===== src/rtl/if_fetch_unit.sv =====
// Instruction-fetch stage: PC sequencer, ROM chip-enable and the IF/ID pipeline register.
// Optional feature macro: FETCH_ALIGN_CHECK_EN (misaligned-fetch detection instead of target masking).
module if_fetch_unit #(
    parameter logic [31:0] RESET_PC  = 32'h0000_0000,
    parameter logic [31:0] NOP_INSTR = 32'h0000_0000
) (
    input  logic        clk,
    input  logic        rst_n,
    input  logic        stall_if,
    input  logic        stall_id,
    input  logic        flush,
    input  logic [31:0] new_pc,
    input  logic        branch_flag_i,
    input  logic [31:0] branch_target_i,
    input  logic [31:0] rom_instr_i,
    output logic        rom_ce_o,
    output logic [31:0] pc_o,
    output logic [31:0] id_pc_o,
    output logic [31:0] id_instr_o,
    output logic        id_valid_o,
    output logic        id_excp_adel_o
);

    logic        ce_reg;
    logic [31:0] pc_reg;
    logic [31:0] pc_next;
    logic [31:0] id_pc_reg;
    logic [31:0] id_instr_reg;
    logic        id_valid_reg;
    logic        id_excp_reg;

    logic [31:0] branch_target;
    logic [31:0] flush_target;
    logic        fetch_misaligned;

`ifdef FETCH_ALIGN_CHECK_EN
    // Targets pass through untouched; a misaligned PC is caught at fetch instead.
    assign branch_target    = branch_target_i;
    assign flush_target     = new_pc;
    assign fetch_misaligned = ce_reg && (pc_reg[1:0] != 2'b00);
`else
    assign branch_target    = {branch_target_i[31:2], 2'b00};
    assign flush_target     = {new_pc[31:2], 2'b00};
    assign fetch_misaligned = 1'b0;
`endif

    always_comb begin
        pc_next = pc_reg;
        if (ce_reg) begin
            if (flush) begin
                pc_next = flush_target;
            end else if (stall_if) begin
                pc_next = pc_reg;
            end else if (branch_flag_i) begin
                pc_next = branch_target;
            end else begin
                pc_next = pc_reg + 32'd4;
            end
        end
    end

    // The ROM enable rises one edge after reset release, so the first fetch is RESET_PC.
    always_ff @(posedge clk or negedge rst_n) begin
        if (!rst_n) begin
            ce_reg <= 1'b0;
            pc_reg <= RESET_PC;
        end else begin
            ce_reg <= 1'b1;
            pc_reg <= pc_next;
        end
    end

    always_ff @(posedge clk or negedge rst_n) begin
        if (!rst_n) begin
            id_pc_reg    <= 32'h0000_0000;
            id_instr_reg <= NOP_INSTR;
            id_valid_reg <= 1'b0;
            id_excp_reg  <= 1'b0;
        end else if (flush) begin
            id_pc_reg    <= 32'h0000_0000;
            id_instr_reg <= NOP_INSTR;
            id_valid_reg <= 1'b0;
            id_excp_reg  <= 1'b0;
        end else if (stall_if && !stall_id) begin
            id_pc_reg    <= 32'h0000_0000;
            id_instr_reg <= NOP_INSTR;
            id_valid_reg <= 1'b0;
            id_excp_reg  <= 1'b0;
        end else if (!stall_id) begin
            id_pc_reg <= pc_reg;
            if (fetch_misaligned) begin
                // ROM data for a misaligned address is meaningless; pass a flagged NOP to decode.
                id_instr_reg <= NOP_INSTR;
                id_valid_reg <= 1'b1;
                id_excp_reg  <= 1'b1;
            end else begin
                id_instr_reg <= rom_instr_i;
                id_valid_reg <= ce_reg;
                id_excp_reg  <= 1'b0;
            end
        end
    end

    assign rom_ce_o       = ce_reg;
    assign pc_o           = pc_reg;
    assign id_pc_o        = id_pc_reg;
    assign id_instr_o     = id_instr_reg;
    assign id_valid_o     = id_valid_reg;
    assign id_excp_adel_o = id_excp_reg;

endmodule

===== config.mk =====
export PLATFORM = sky130hd
export DESIGN_NAME = if_fetch_unit
export DESIGN_NICKNAME = d
export VERILOG_FILES = /design/src/rtl/if_fetch_unit.sv
export SDC_FILE = /design/constraint.sdc
export NUM_CORES = 1
export LEC_CHECK = 0
export BUFFER_PORTS_ARGS = -buffer_cell sky130_fd_sc_hd__buf_2
export CAP_MARGIN = 0
export CORE_MARGIN = 2
export CORE_UTILIZATION = 48
export DETAILED_ROUTE_END_ITERATION = 7
export PLACE_DENSITY = 0.89
export SETUP_SLACK_MARGIN = 0.2
export SLEW_MARGIN = 40
export SYNTH_ARGS = -nofsm -noshare
export SYNTH_HDL_FRONTEND = slang
export SYNTH_SLANG_ARGS = --single-unit

===== constraint.sdc =====
create_clock -name clk -period 2.6 [get_ports clk]
set_clock_uncertainty 0.15 [all_clocks]
set_input_delay 0.13 -clock clk [delete_from_list [all_inputs] [get_ports clk]]
set_output_delay 0.13 -clock clk [all_outputs]
set_load 0.01 [all_outputs]

==> Word-level counts from Yosys, hierarchy flattened <==
Index checks and enable logic that the tools add are counted.
{ "totals": {"regBits": 99, "mem_count": 0, "in_bits": 102, "elab_cells": 27, "mem_bits_ro": 0, "latchBits": 0, "output_inout_bits": 99, "ram_bits": 0} }
{ "classes": {"magnitude_cmp": 0, "reduce_logical": 3, "n_div": 0, "muxes": 15, "n_eq_ne": 2, "shifts": 0, "n_addsub": 1, "bitwise": 0, "multipliers": 0} }
{ "ops": {"columns": ["op", "count"], "rows": [
  ["32-bit two-way mux", 9],
  ["32-bit by 3-bit adder with 32-bit output (second input constant)", 1],
  ["1-bit two-way mux", 6],
  ["3-bit by 1-bit != test with 1-bit output (second input constant)", 1],
  ["2-bit by 1-bit != test with 1-bit output (second input constant)", 1],
  ["2-bit AND reduction", 1],
  ["1-bit logical AND", 1],
  ["1-bit zero test", 1]
]} }

==> Logic depth before layout (Yosys ltp) <==
Gate-level depths: netlist of run 1.
{ "depth": {"ltp_word": 4, "depth_mapped": 7, "ltp_nobuf": 5} }

==> Worst setup path before layout of run 1 <==
Ideal clock, no wire load.
{ "synth_path": {"kind": "register -> register", "startpoint": "reg pc_reg[2] (netlist: pc_o[2])", "endpoint": "reg pc_reg[28] (netlist: pc_o[28])", "setup_slack_ns": 0.569, "setup_ns": 0.087, "path_buffers": 0, "path_stages_with_launch": 6, "t_required_ns": 2.363, "synth_period_minus_slack_ns": 2.031, "t_arrival_ns": 1.794, "cell_sequence": "dfrtp_1 -> ha_1 -> nand3_2 -> or2_1 -> or3_1 -> o211ai_1"} }
{ "synth_via": {"elab_chain_cells": 4} }
{ "synth_rtl": {"columns": ["item", "line_no", "rtl"], "rows": [
  ["start: declaration", "25", "logic [31:0] pc_reg;"],
  ["start signal: assignment", "69", "pc_reg <= pc_next;"],
  ["32-bit by 3-bit adder with 32-bit output", "57", "pc_next = pc_reg + 32'd4;"],
  ["32-bit two-way mux", "54", "end else if (branch_flag_i) begin"],
  ["32-bit two-way mux", "52", "end else if (stall_if) begin"],
  ["32-bit two-way mux", "50", "if (flush) begin"]
]} }
No other way between the ends. The select of a mux whose other input is x is not followed.
A chain may end at the register's enable or synchronous reset.

==> Worst setup path in the final report of run 1 <==
{ "layout_path": {"startpoint": "reg pc_reg[3] (netlist: pc_o[3])", "endpoint": "reg pc_reg[30] (netlist: pc_o[30])"} }
The elaborated chain is that of the path after synthesis.

==> impl_metrics.yaml, run 1 <==
global_route:
  grt_pass1_wl_um: 27000
  grt_overflow: 0
  grt_start_max_net_pins: 65
  first_global_vias: 5051
  grt.total_usage: 0.313
  antenna_found_initial: 1
synthesis:
  synth_top_area_share: 0.494
  syn_inst: 459
  synth-warning-count: 0
  post_synth_num_cell_types: 64
  async_reset_ff_frac: 1.00
  netlist_top_cells_area: "sky130_fd_sc_hd__dfrtp_1 (49%), sky130_fd_sc_hd__a22o_1 (13%), sky130_fd_sc_hd__mux2i_1 (2.5%)"
  post_synth_instance_area_um2: 4810
  prevailing_post_synth_register_cell: "sky130_fd_sc_hd__dfrtp_1"
  ys_top_cells_by_count: "sky130_fd_sc_hd__dfrtp_1 (95), sky130_fd_sc_hd__a22o_1 (70), sky130_fd_sc_hd__nand2_1 (24), sky130_fd_sc_hd__clkbuf_1 (22), sky130_fd_sc_hd__a21oi_1 (20)"
  synth.avg_cell_area_um2: 10.5
  synth_area_leader_cell: "sky130_fd_sc_hd__dfrtp_1"
  synth.most_common_cell: "sky130_fd_sc_hd__dfrtp_1"
  synth-seq-cells: 95
  synth-edff-count: 0
  synth_seq_area_share: 0.494
sta:
  relSlewSlack: 0.487
  timing.final.crit_share: 0.866
  worst_pin_slew_ps: 767
  timing.final.max_slew_violations: 0
  report.final.setup_viol: 0
  timing.fmax_mhz: 444
  final_hold_viol_count: 0
  fin_setup_tns_ps: 0
  timing.final.crit_period_ps: 2250
  rsz0062_at_grt: "yes"
  setup_slack_ps: 349
finish:
  post-route-util: 0.698
  multi_input_area_um2: 2230
  n_fill_cell: 715
  seq_area_um2: 2380
  fin_cells: 846
  finalNetCount: 810
  drive_above_1_share: 0.338
  finish.instance_area_um2: 6790
  areaGrowthSynthToFinish_pct: 41.3
clock_tree:
  cts.sinks: 95
  cts_buffers: 9
  tritoncts: "yes"
  clock_insertion_delay_worst_skew_ps: 360
  clockRootBuffer: "sky130_fd_sc_hd__clkbuf_8"
  clock_transition_at_the_registers_of_the_reported_paths_ps: 100
  cts.path.max_buffers: 2
  htree_levels: 3
setup_path:
  cp_data_arrival_time_ps: 2390
  crit_chain: "ha_1 > nand3_2 > or2_1 > or3_1 > o211ai_1"
  cp_max_fo: 10
  cell_with_the_largest_stage_delay_on_the_worst_path: "sky130_fd_sc_hd__dfrtp_1"
  max_stage_delay_ps: 500
  data_required_critical_path_ps: 2740
  critical_path.endpoint_type: "flop"
  crit_path_start_kind: "flop"
  critical_path_class: "reg -> reg"
  worst-r2r-cell-count: 5
placed_design:
  io_buffer_count: 193
  gp_congestion: 0.899
  placement.cell_area_um2: 5920
  dpl_hpwl_um: 10800
  numPlacedInstances: 763
  post-place-ws_ps: 282
routing:
  num_vias: 5130
  wl_per_cell_um: 20.0
  detail_route.drc_violations: 0
  antenna_violating_nets_post_route: 0
  first_pass_iters: 5
  postRouteWirelength_um: 17000
  post_drt_via_cell_ratio: 6.06
  first_iter_violations: 494
hold_path:
  holdPathStages: 3
  worst_hold_path_type: "in -> reg"
die:
  die_w_um: 104
  design.portCount: 201
  starting_utilization_of_the_core_area: 0.494
  die_height_um: 104
  core_area_um2: 9730
  floorplan.die_area_um2: 10800
  placementRows: 36
pwr:
  total_leakage_power_nw: 3.32
  power.ir.vdd_worst_v: 0.000325
  cell_pwr_density_nw_per_um2: 538
status:
  status: "completed"
run:
  max_cap_viol_count: 0
==> state kept, by name, indices dropped and copies added (netlist names) <==
name / cells
pc_o: 30
rom_ce_o: 1
id_instr_o: 32
id_valid_o: 1
id_pc_o: 31
==> worst paths after layout <==
check	from	to	slack [ps]
max in group asynchronous	rst_n	pc_o[7]$_DFFE_PN0P_	1530
min reg2reg	id_pc_o[7]$_DFFE_PN0P_	id_pc_o[7]$_DFFE_PN0P_	360
min	new_pc[13]	pc_o[13]$_DFFE_PN0P_	3
min in group asynchronous	rst_n	id_pc_o[7]$_DFFE_PN0P_	140
max reg2reg	pc_o[3]$_DFFE_PN0P_	pc_o[30]$_DFFE_PN0P_	350
max	pc_o[3]$_DFFE_PN0P_	pc_o[30]$_DFFE_PN0P_	350
==> metal layers <==
layer | up-vias | GRT usage | wire length [um]
li1 | 2268 | - | -
met1 | 2468 | 0.411 | 6770
met2 | 334 | 0.506 | 8220
met3 | 60 | 0.0620 | 1310
met4 | 0 | 0.138 | 649
met5 | - | 0 | 0
==> final cells by class <==
type,count,area share
Inverter,10,0.00552
Tap cell,133,0.0245
Clock inverter,7,0.0120
Timing Repair Buffer,274,0.260
Clock buffer,9,0.0182
Antenna cell,1,0.000368
Multi-Input combinational cell,317,0.329
Sequential cell,95,0.350
==> critical path, delay by kind of cell (launching register included) <==
| kind | cells | cell delay (ps) |
|---|---|---|
| and+or+nand+nor | 3 | 1030 |
| adders and majority gates | 1 | 330 |
| DFF | 1 | 500 |
| AOI/OAI and AO/OA | 1 | 180 |
==> timing repair <==
| action | in CTS | in global routing |
|---|---|---|
| setup buffers | 0 | 2 |
| endpoints found under the setup margin | 0 | 6 |
| endpoints found under the hold margin | 114 | 0 |
| resized for setup | 0 | 2 |
| hold buffers | 64 | 0 |
==> power by group <==
group	internal, mW	switching, mW	total [mW]
Combinational	0.402	0.434	0.836
Clock	0.456	0.556	1.01
Sequential	1.60	0.205	1.80
==> stage by stage <==
stage	hold slack [ps]	total power, mW
final	2.91	3.65
after global routing	4.04	3.82
after CTS	0.974	3.63
after detailed placement	97.3	2.55
after global placement	92.8	2.52
after floorplan	-316	2.18
==> cell families (layout without fill, tap and decap cells) <==
family | after synthesis | after routing | share of synthesized area
buffers and inverters | 49 | 300 | 0.0455
DFF | 95 | 95 | 0.494
xor gates and xnor gates | 4 | 4 | 0.00729
and+or+nand+nor | 136 | 136 | 0.165
AOI/OAI and AO/OA | 160 | 160 | 0.259
adders and majority gates | 1 | 1 | 0.00260
other | 2 | 5 | 0.00156
muxes | 12 | 12 | 0.0250
==> placed cells by master, fill, tap and decap left out, drive strengths merged, types with 4 or more instances in the layout <==
cell type,n
a21oi,20
a22o,70
a22oi,4
and2,4
and3,6
and4,6
buf,210
clkbuf,9
conb,4
dfrtp,95
dlygate4sd3,64
inv,11
mux2i,12
nand2,24
nand2b,4
nand3,11
nand4,13
nor2,20
nor2b,5
nor3,19
nor4,7
o211ai,4
o21a,9
o21ai,15
o311ai,8
o41ai,4
or3,7
xnor2,4
Power figures use the tool's default switching activity.
==> inputs of run 2 (changes only) <==
--- a/config.mk
+++ b/config.mk
@@ -5,12 +5,13 @@
 export SDC_FILE = /design/constraint.sdc
 export NUM_CORES = 1
 export LEC_CHECK = 0
+export ABC_AREA = 1
 export BUFFER_PORTS_ARGS = -buffer_cell sky130_fd_sc_hd__buf_2
 export CAP_MARGIN = 0
 export CORE_MARGIN = 2
-export CORE_UTILIZATION = 48
+export CORE_UTILIZATION = 50
 export DETAILED_ROUTE_END_ITERATION = 7
-export PLACE_DENSITY = 0.89
+export PLACE_DENSITY = 0.9
 export SETUP_SLACK_MARGIN = 0.2
 export SLEW_MARGIN = 40
 export SYNTH_ARGS = -nofsm -noshare
==> impl_metrics.yaml, run 2 <==
die:
  die_height_um: 107
  die_w_um: 107
  floorplan.die_area_um2: 11400
  placementRows: 37
  design.portCount: 201
  core_area_um2: 10300
  starting_utilization_of_the_core_area: 0.514
clock_tree:
  clock_transition_at_the_registers_of_the_reported_paths_ps: 100
  cts.sinks: 95
  clockRootBuffer: "sky130_fd_sc_hd__clkbuf_8"
  clock_insertion_delay_worst_skew_ps: 360
  htree_levels: 3
  cts_buffers: 9
  tritoncts: "yes"
  cts.path.max_buffers: 2
sta:
  relSlewSlack: 0.455
  worst_pin_slew_ps: 812
  timing.final.crit_share: 0.894
  fin_setup_tns_ps: 0
  timing.fmax_mhz: 430
  report.final.setup_viol: 0
  timing.final.max_slew_violations: 0
  rsz0062_at_grt: "no"
  final_hold_viol_count: 0
  timing.final.crit_period_ps: 2320
synthesis:
  post_synth_instance_area_um2: 5300
  synth-seq-cells: 95
  syn_inst: 717
  synth_top_area_share: 0.448
  synth-warning-count: 0
  post_synth_num_cell_types: 33
  synth_seq_area_share: 0.448
  synth_area_leader_cell: "sky130_fd_sc_hd__dfrtp_1"
  synth-edff-count: 0
  async_reset_ff_frac: 1.00
  netlist_top_cells_area: "sky130_fd_sc_hd__dfrtp_1 (45%), sky130_fd_sc_hd__nand2_1 (14%), sky130_fd_sc_hd__nand3_1 (9.4%)"
  ys_top_cells_by_count: "sky130_fd_sc_hd__nand2_1 (196), sky130_fd_sc_hd__nand3_1 (100), sky130_fd_sc_hd__dfrtp_1 (95), sky130_fd_sc_hd__nor2_1 (70), sky130_fd_sc_hd__o21ai_0 (53)"
  synth.most_common_cell: "sky130_fd_sc_hd__nand2_1"
  synth.avg_cell_area_um2: 7.40
  prevailing_post_synth_register_cell: "sky130_fd_sc_hd__dfrtp_1"
placed_design:
  dpl_hpwl_um: 10700
  placement.cell_area_um2: 6260
  gp_congestion: 0.955
  io_buffer_count: 193
  numPlacedInstances: 1005
setup_path:
  crit_path_start_kind: "flop"
  r2r_setup_slack_ps: 280
  cell_with_the_largest_stage_delay_on_the_worst_path: "sky130_fd_sc_hd__dlygate4sd3_1"
  crit_chain: "ha_4 > nand2_2 > nor2_2 > nand2_2 > nor2_4 > nand2_1 > nand3_1 > nand2_1 > nand2_1 > dlygate4sd3_1 > o21ai_1"
  critical_path_class: "reg -> reg"
  critPathTopFamily: "simple AND/OR/NAND/NOR gates"
  capturing_point_of_the_worst_reg2reg_path: "pc_o[18]$_DFFE_PN0P_"
  cp_max_fo: 5
  critical_path.reg2reg.startpoint: "pc_o[3]$_DFFE_PN0P_"
  crit_start: "pc_o[3]$_DFFE_PN0P_"
  cp_common_cell: "sky130_fd_sc_hd__nand2_1"
  critical_path.endpoint_type: "flop"
  data_required_critical_path_ps: 2700
  cp_data_arrival_time_ps: 2430
  worst-r2r-cell-count: 11
  critical_path_buf_inv_count: 1
  max_stage_delay_ps: 550
hold_path:
  worst_hold_path_type: "in -> reg"
  hold_path_origin: "new_pc[16]"
  holdPathStages: 4
  worstHoldEndpoint: "pc_o[16]$_DFFE_PN0P_"
finish:
  areaGrowthSynthToFinish_pct: 40.3
  n_antenna_cell: 0
  largest_reg_flops: 32
  drive_above_1_share: 0.277
  finalNetCount: 1075
  finish.instance_area_um2: 7440
  final_cell_mix: "sky130_fd_sc_hd__nand2_1 (196), sky130_fd_sc_hd__buf_2 (192), sky130_fd_sc_hd__nand3_1 (100)"
  layout_commonest_cell: "sky130_fd_sc_hd__nand2_1"
  fin_cells: 1113
pwr:
  cell_pwr_density_nw_per_um2: 510
  clock_power_share: 0.297
  part_of_the_total_power_dissipated_in_combinational_logic: 0.245
  power_switching_share: 0.324
  power.ir.vdd_worst_v: 0.000359
  p_int_mw: 2.56
  power_switching_mw: 1.23
  total_leakage_power_nw: 3.73
  share_seq_of_total_power: 0.459
routing:
  postRouteWirelength_um: 17600
  first_pass_iters: 5
  antenna_violating_nets_post_route: 0
  num_vias: 6059
  first_iter_violations: 778
  post_drt_via_cell_ratio: 5.44
  detail_route.drc_violations: 0
  wl_per_cell_um: 15.8
global_route:
  grt.total_usage: 0.303
  grt_overflow: 0
  antenna_found_initial: 0
  first_global_vias: 5530
  grt_start_max_net_pins: 65
  grt_pass1_wl_um: 27300
status:
  status: "completed"
run:
  max_cap_viol_count: 0
-- run 2: cell type report --
class	instances	area (um2)
clock inverters	6	93.8
inverters	40	153
fillers	741	2890
flip-flops and latches	95	2390
clock buffers	10	138
multi-input cells	533	2540
well taps	136	170
repair buffers	293	1950
-- run 2: timing repair --
action,in CTS,in global routing
hold buffers,88,0
gates resized for setup,0,15
setup buffers,0,4
hold endpoints to repair,103,0
endpoints found under the setup margin,0,11
-- run 2: power groups by stage --
stage | Sequential, mW | Clock [mW] | Combinational [mW]
floorplan | 1.77 | 0 | 0.402
global placement | 1.75 | 0 | 0.741
detailed placement | 1.75 | 0 | 0.750
CTS | 1.72 | 1.14 | 0.874
global route | 1.75 | 1.21 | 1.01
finish | 1.74 | 1.13 | 0.927
-- run 2: logic make-up (layout without fill, tap and decap cells) --
logic type               count (synthesis)  after routing  synth area share
other                                    2              4           0.00142
AO/OA/AOI/OAI                          122            122             0.132
flip-flops                              95             95             0.448
AND/OR/NAND/NOR                        402            402             0.331
buffers and inverters                   91            349            0.0783
adder cells (fa/ha/maj)                  1              1           0.00236
XOR/XNOR                                 4              4           0.00661
-- run 2: how the worst max path moves through the flow --
| stage | endpoint | slack (ps) | depth (start not counted) |
|---|---|---|---|
| 2_1_floorplan | pc_o[26]$_DFFE_PN0P_ | 960 | 10 |
| 6_report | pc_o[18]$_DFFE_PN0P_ | 280 | 11 |
| 5_1_grt | pc_o[20]$_DFFE_PN0P_ | 190 | 12 |
| 3_5_place_dp | pc_o[26]$_DFFE_PN0P_ | 740 | 10 |
| 4_1_cts | pc_o[20]$_DFFE_PN0P_ | 230 | 11 |
| 3_3_place_gp | pc_o[24]$_DFFE_PN0P_ | 800 | 10 |
-- run 2: per-layer routing --
layer	wire length (um)	up-vias	global-route usage
met2	8220	401	0.495
met4	439	0	0.104
li1	-	2861	-
met5	0	-	0
met3	1680	41	0.0608
met1	7300	2756	0.403
-- run 2: through the flow --
stage | worst slack, ps | util | power [mW] | hold slack, ps
after CTS | 230 | 0.714 | 3.73 | 1.54
after floorplan | 958 | - | 2.18 | -316
after detailed placement | 743 | 0.606 | 2.50 | -4.89
after global routing | 194 | 0.720 | 3.97 | 28.2
after global placement | 797 | 0.606 | 2.49 | -6.18
final | 275 | 0.720 | 3.79 | 17.8
-- run 2: tightest hold or removal path: stages --
cell	delay, ps
sky130_fd_sc_hd__buf_2	90
sky130_fd_sc_hd__o21ai_0	70
sky130_fd_sc_hd__a21o_1	150
sky130_fd_sc_hd__nand2_1	60
==> inputs of run 3 (changes only) <==
--- a/config.mk
+++ b/config.mk
@@ -11,7 +11,7 @@
 export CORE_MARGIN = 2
 export CORE_UTILIZATION = 50
 export DETAILED_ROUTE_END_ITERATION = 7
-export PLACE_DENSITY = 0.9
+export PLACE_DENSITY = 0.81
 export SETUP_SLACK_MARGIN = 0.2
 export SLEW_MARGIN = 40
 export SYNTH_ARGS = -nofsm -noshare
==> constraint.sdc (replaced) <==
create_clock -name clk -period 2.2 [get_ports clk]
set_clock_uncertainty 0.15 [all_clocks]
set_input_delay 0.11 -clock clk [delete_from_list [all_inputs] [get_ports clk]]
set_output_delay 0.11 -clock clk [all_outputs]
set_load 0.01 [all_outputs]
==> impl_metrics.yaml, run 3 (synthesis results as in run 2) <==
status:
  status: "completed"
pwr:
  power_switching_share: 0.336
  share_seq_of_total_power: 0.474
  total_power_mw: 4.31
  cell_pwr_density_nw_per_um2: 579
  total_leakage_power_nw: 3.78
  power.ir.vdd_worst_v: 0.000359
  clock_power_share: 0.274
  p_int_mw: 2.86
  part_of_the_total_power_dissipated_in_combinational_logic: 0.252
  power_switching_mw: 1.45
sta:
  timing.fmax_mhz: 526
  timing.final.crit_share: 0.864
  final_hold_viol_count: 0
  rsz0062_at_grt: "yes"
  timing.final.crit_period_ps: 1900
  report.final.setup_viol: 0
  setup_slack_ps: 300
  relSlewSlack: 0.547
  fin_setup_tns_ps: 0
  timing.final.max_slew_violations: 0
  worst_pin_slew_ps: 680
hold_path:
  worst_hold_path_type: "in -> reg"
placed_design:
  post-place-ws_ps: 392
  numPlacedInstances: 1006
  dpl_hpwl_um: 10600
  gp_congestion: 0.925
  io_buffer_count: 193
finish:
  final_cell_mix: "sky130_fd_sc_hd__nand2_1 (196), sky130_fd_sc_hd__buf_2 (192), sky130_fd_sc_hd__nand3_1 (100)"
  finalNetCount: 1080
  largest_reg_flops: 32
  drive_above_1_share: 0.267
  layout_commonest_cell: "sky130_fd_sc_hd__nand2_1"
  fin_cells: 1117
  n_antenna_cell: 0
  post-route-util: 0.721
  areaGrowthSynthToFinish_pct: 40.4
routing:
  first_iter_violations: 747
  first_pass_iters: 5
  detail_route.drc_violations: 0
  num_vias: 6056
  wl_per_cell_um: 16.2
  antenna_violating_nets_post_route: 0
  post_drt_via_cell_ratio: 5.42
  postRouteWirelength_um: 18000
die:
  placementRows: 37
  starting_utilization_of_the_core_area: 0.514
  die_w_um: 107
  floorplan.die_area_um2: 11400
  core_area_um2: 10300
  design.portCount: 201
  die_height_um: 107
clock_tree:
  cts.sinks: 95
  clock_transition_at_the_registers_of_the_reported_paths_ps: 100
  cts.path.max_buffers: 2
  clockRootBuffer: "sky130_fd_sc_hd__clkbuf_8"
  clock_insertion_delay_worst_skew_ps: 370
  tritoncts: "yes"
  htree_levels: 3
  cts_buffers: 9
setup_path:
  critical_path_class: "reg -> reg"
  cp_data_arrival_time_ps: 2060
  cp_max_fo: 5
  critical_path.endpoint_type: "flop"
  crit_path_start_kind: "flop"
  data_required_critical_path_ps: 2360
global_route:
  grt_start_max_net_pins: 133
  grt_pass1_wl_um: 27900
  grt_overflow: 0
  antenna_found_initial: 0
  grt.total_usage: 0.309
  first_global_vias: 5674
run:
  max_cap_viol_count: 0
## run 3: per-stage QoR
| step | hold WS, ps | area, um2 |
|---|---|---|
| 6_report | 17.8 | 7450 |
| 5_1_grt | 63.0 | 7450 |
| 2_1_floorplan | -336 | 5310 |
| 3_3_place_gp | -61.8 | 6280 |
| 4_1_cts | 4.12 | 7390 |
| 3_5_place_dp | -60.8 | 6280 |
## run 3: layout make-up
| class | count | area [um2] |
|---|---|---|
| multi-input cells | 533 | 2540 |
| fillers | 772 | 2880 |
| clock inverters | 6 | 67.6 |
| inverters | 40 | 153 |
| repair buffers | 298 | 2020 |
| flip-flops and latches | 95 | 2380 |
| clock buffers | 9 | 124 |
| well taps | 136 | 170 |
## run 3: power by group through the flow
stage / registers, mW / clock network (mW) / logic (mW)
floorplan: 2.10 / 0 / 0.475
global placement: 2.07 / 0 / 0.888
detailed placement: 2.07 / 0 / 0.896
CTS: 2.04 / 1.19 / 1.03
global route: 2.06 / 1.27 / 1.19
finish: 2.04 / 1.18 / 1.09
## run 3: path summary, 6_finish.rpt
kind	start	end	slack, ps	cells after the start
worst max-delay path	pc_o[2]$_DFFE_PN0P_	pc_o[5]$_DFFE_PN0P_	300	7
worst min-delay path	new_pc[14]	pc_o[14]$_DFFE_PN0P_	20	5
worst max register to register	pc_o[2]$_DFFE_PN0P_	pc_o[5]$_DFFE_PN0P_	300	7
worst min register to register	id_pc_o[10]$_DFFE_PN0P_	id_pc_o[10]$_DFFE_PN0P_	370	2
max in group asynchronous	rst_n	pc_o[20]$_DFFE_PN0P_	1110	3
min in group asynchronous	rst_n	id_instr_o[5]$_DFFE_PN0P_	100	2
## run 3: repair_timing
action / in CTS / in global routing
endpoints found under the setup margin: 0 / 5
hold buffers: 92 / 1
hold endpoints to repair: 136 / 1
buffers inserted: 0 / 4
resized for setup: 0 / 7
## run 3: critical path, cell delays in order, from the launching register on
cell                            delay (ps)
sky130_fd_sc_hd__dfrtp_1               420
sky130_fd_sc_hd__inv_1                 130
sky130_fd_sc_hd__nor2_4                100
sky130_fd_sc_hd__nand2_1                60
sky130_fd_sc_hd__a31oi_1               160
sky130_fd_sc_hd__nor2_1                 80
sky130_fd_sc_hd__o22ai_2               140
sky130_fd_sc_hd__dlygate4sd3_1         590
## run 3: routing by layer
metal / vias to the layer above / part of all wire / global-route usage
met3: 47 / 0.095 / 0.0796
li1: 2864 / - / -
met2: 366 / 0.46 / 0.503
met1: 2779 / 0.41 / 0.398
met5: - / 0 / 0
met4: 0 / 0.028 / 0.115
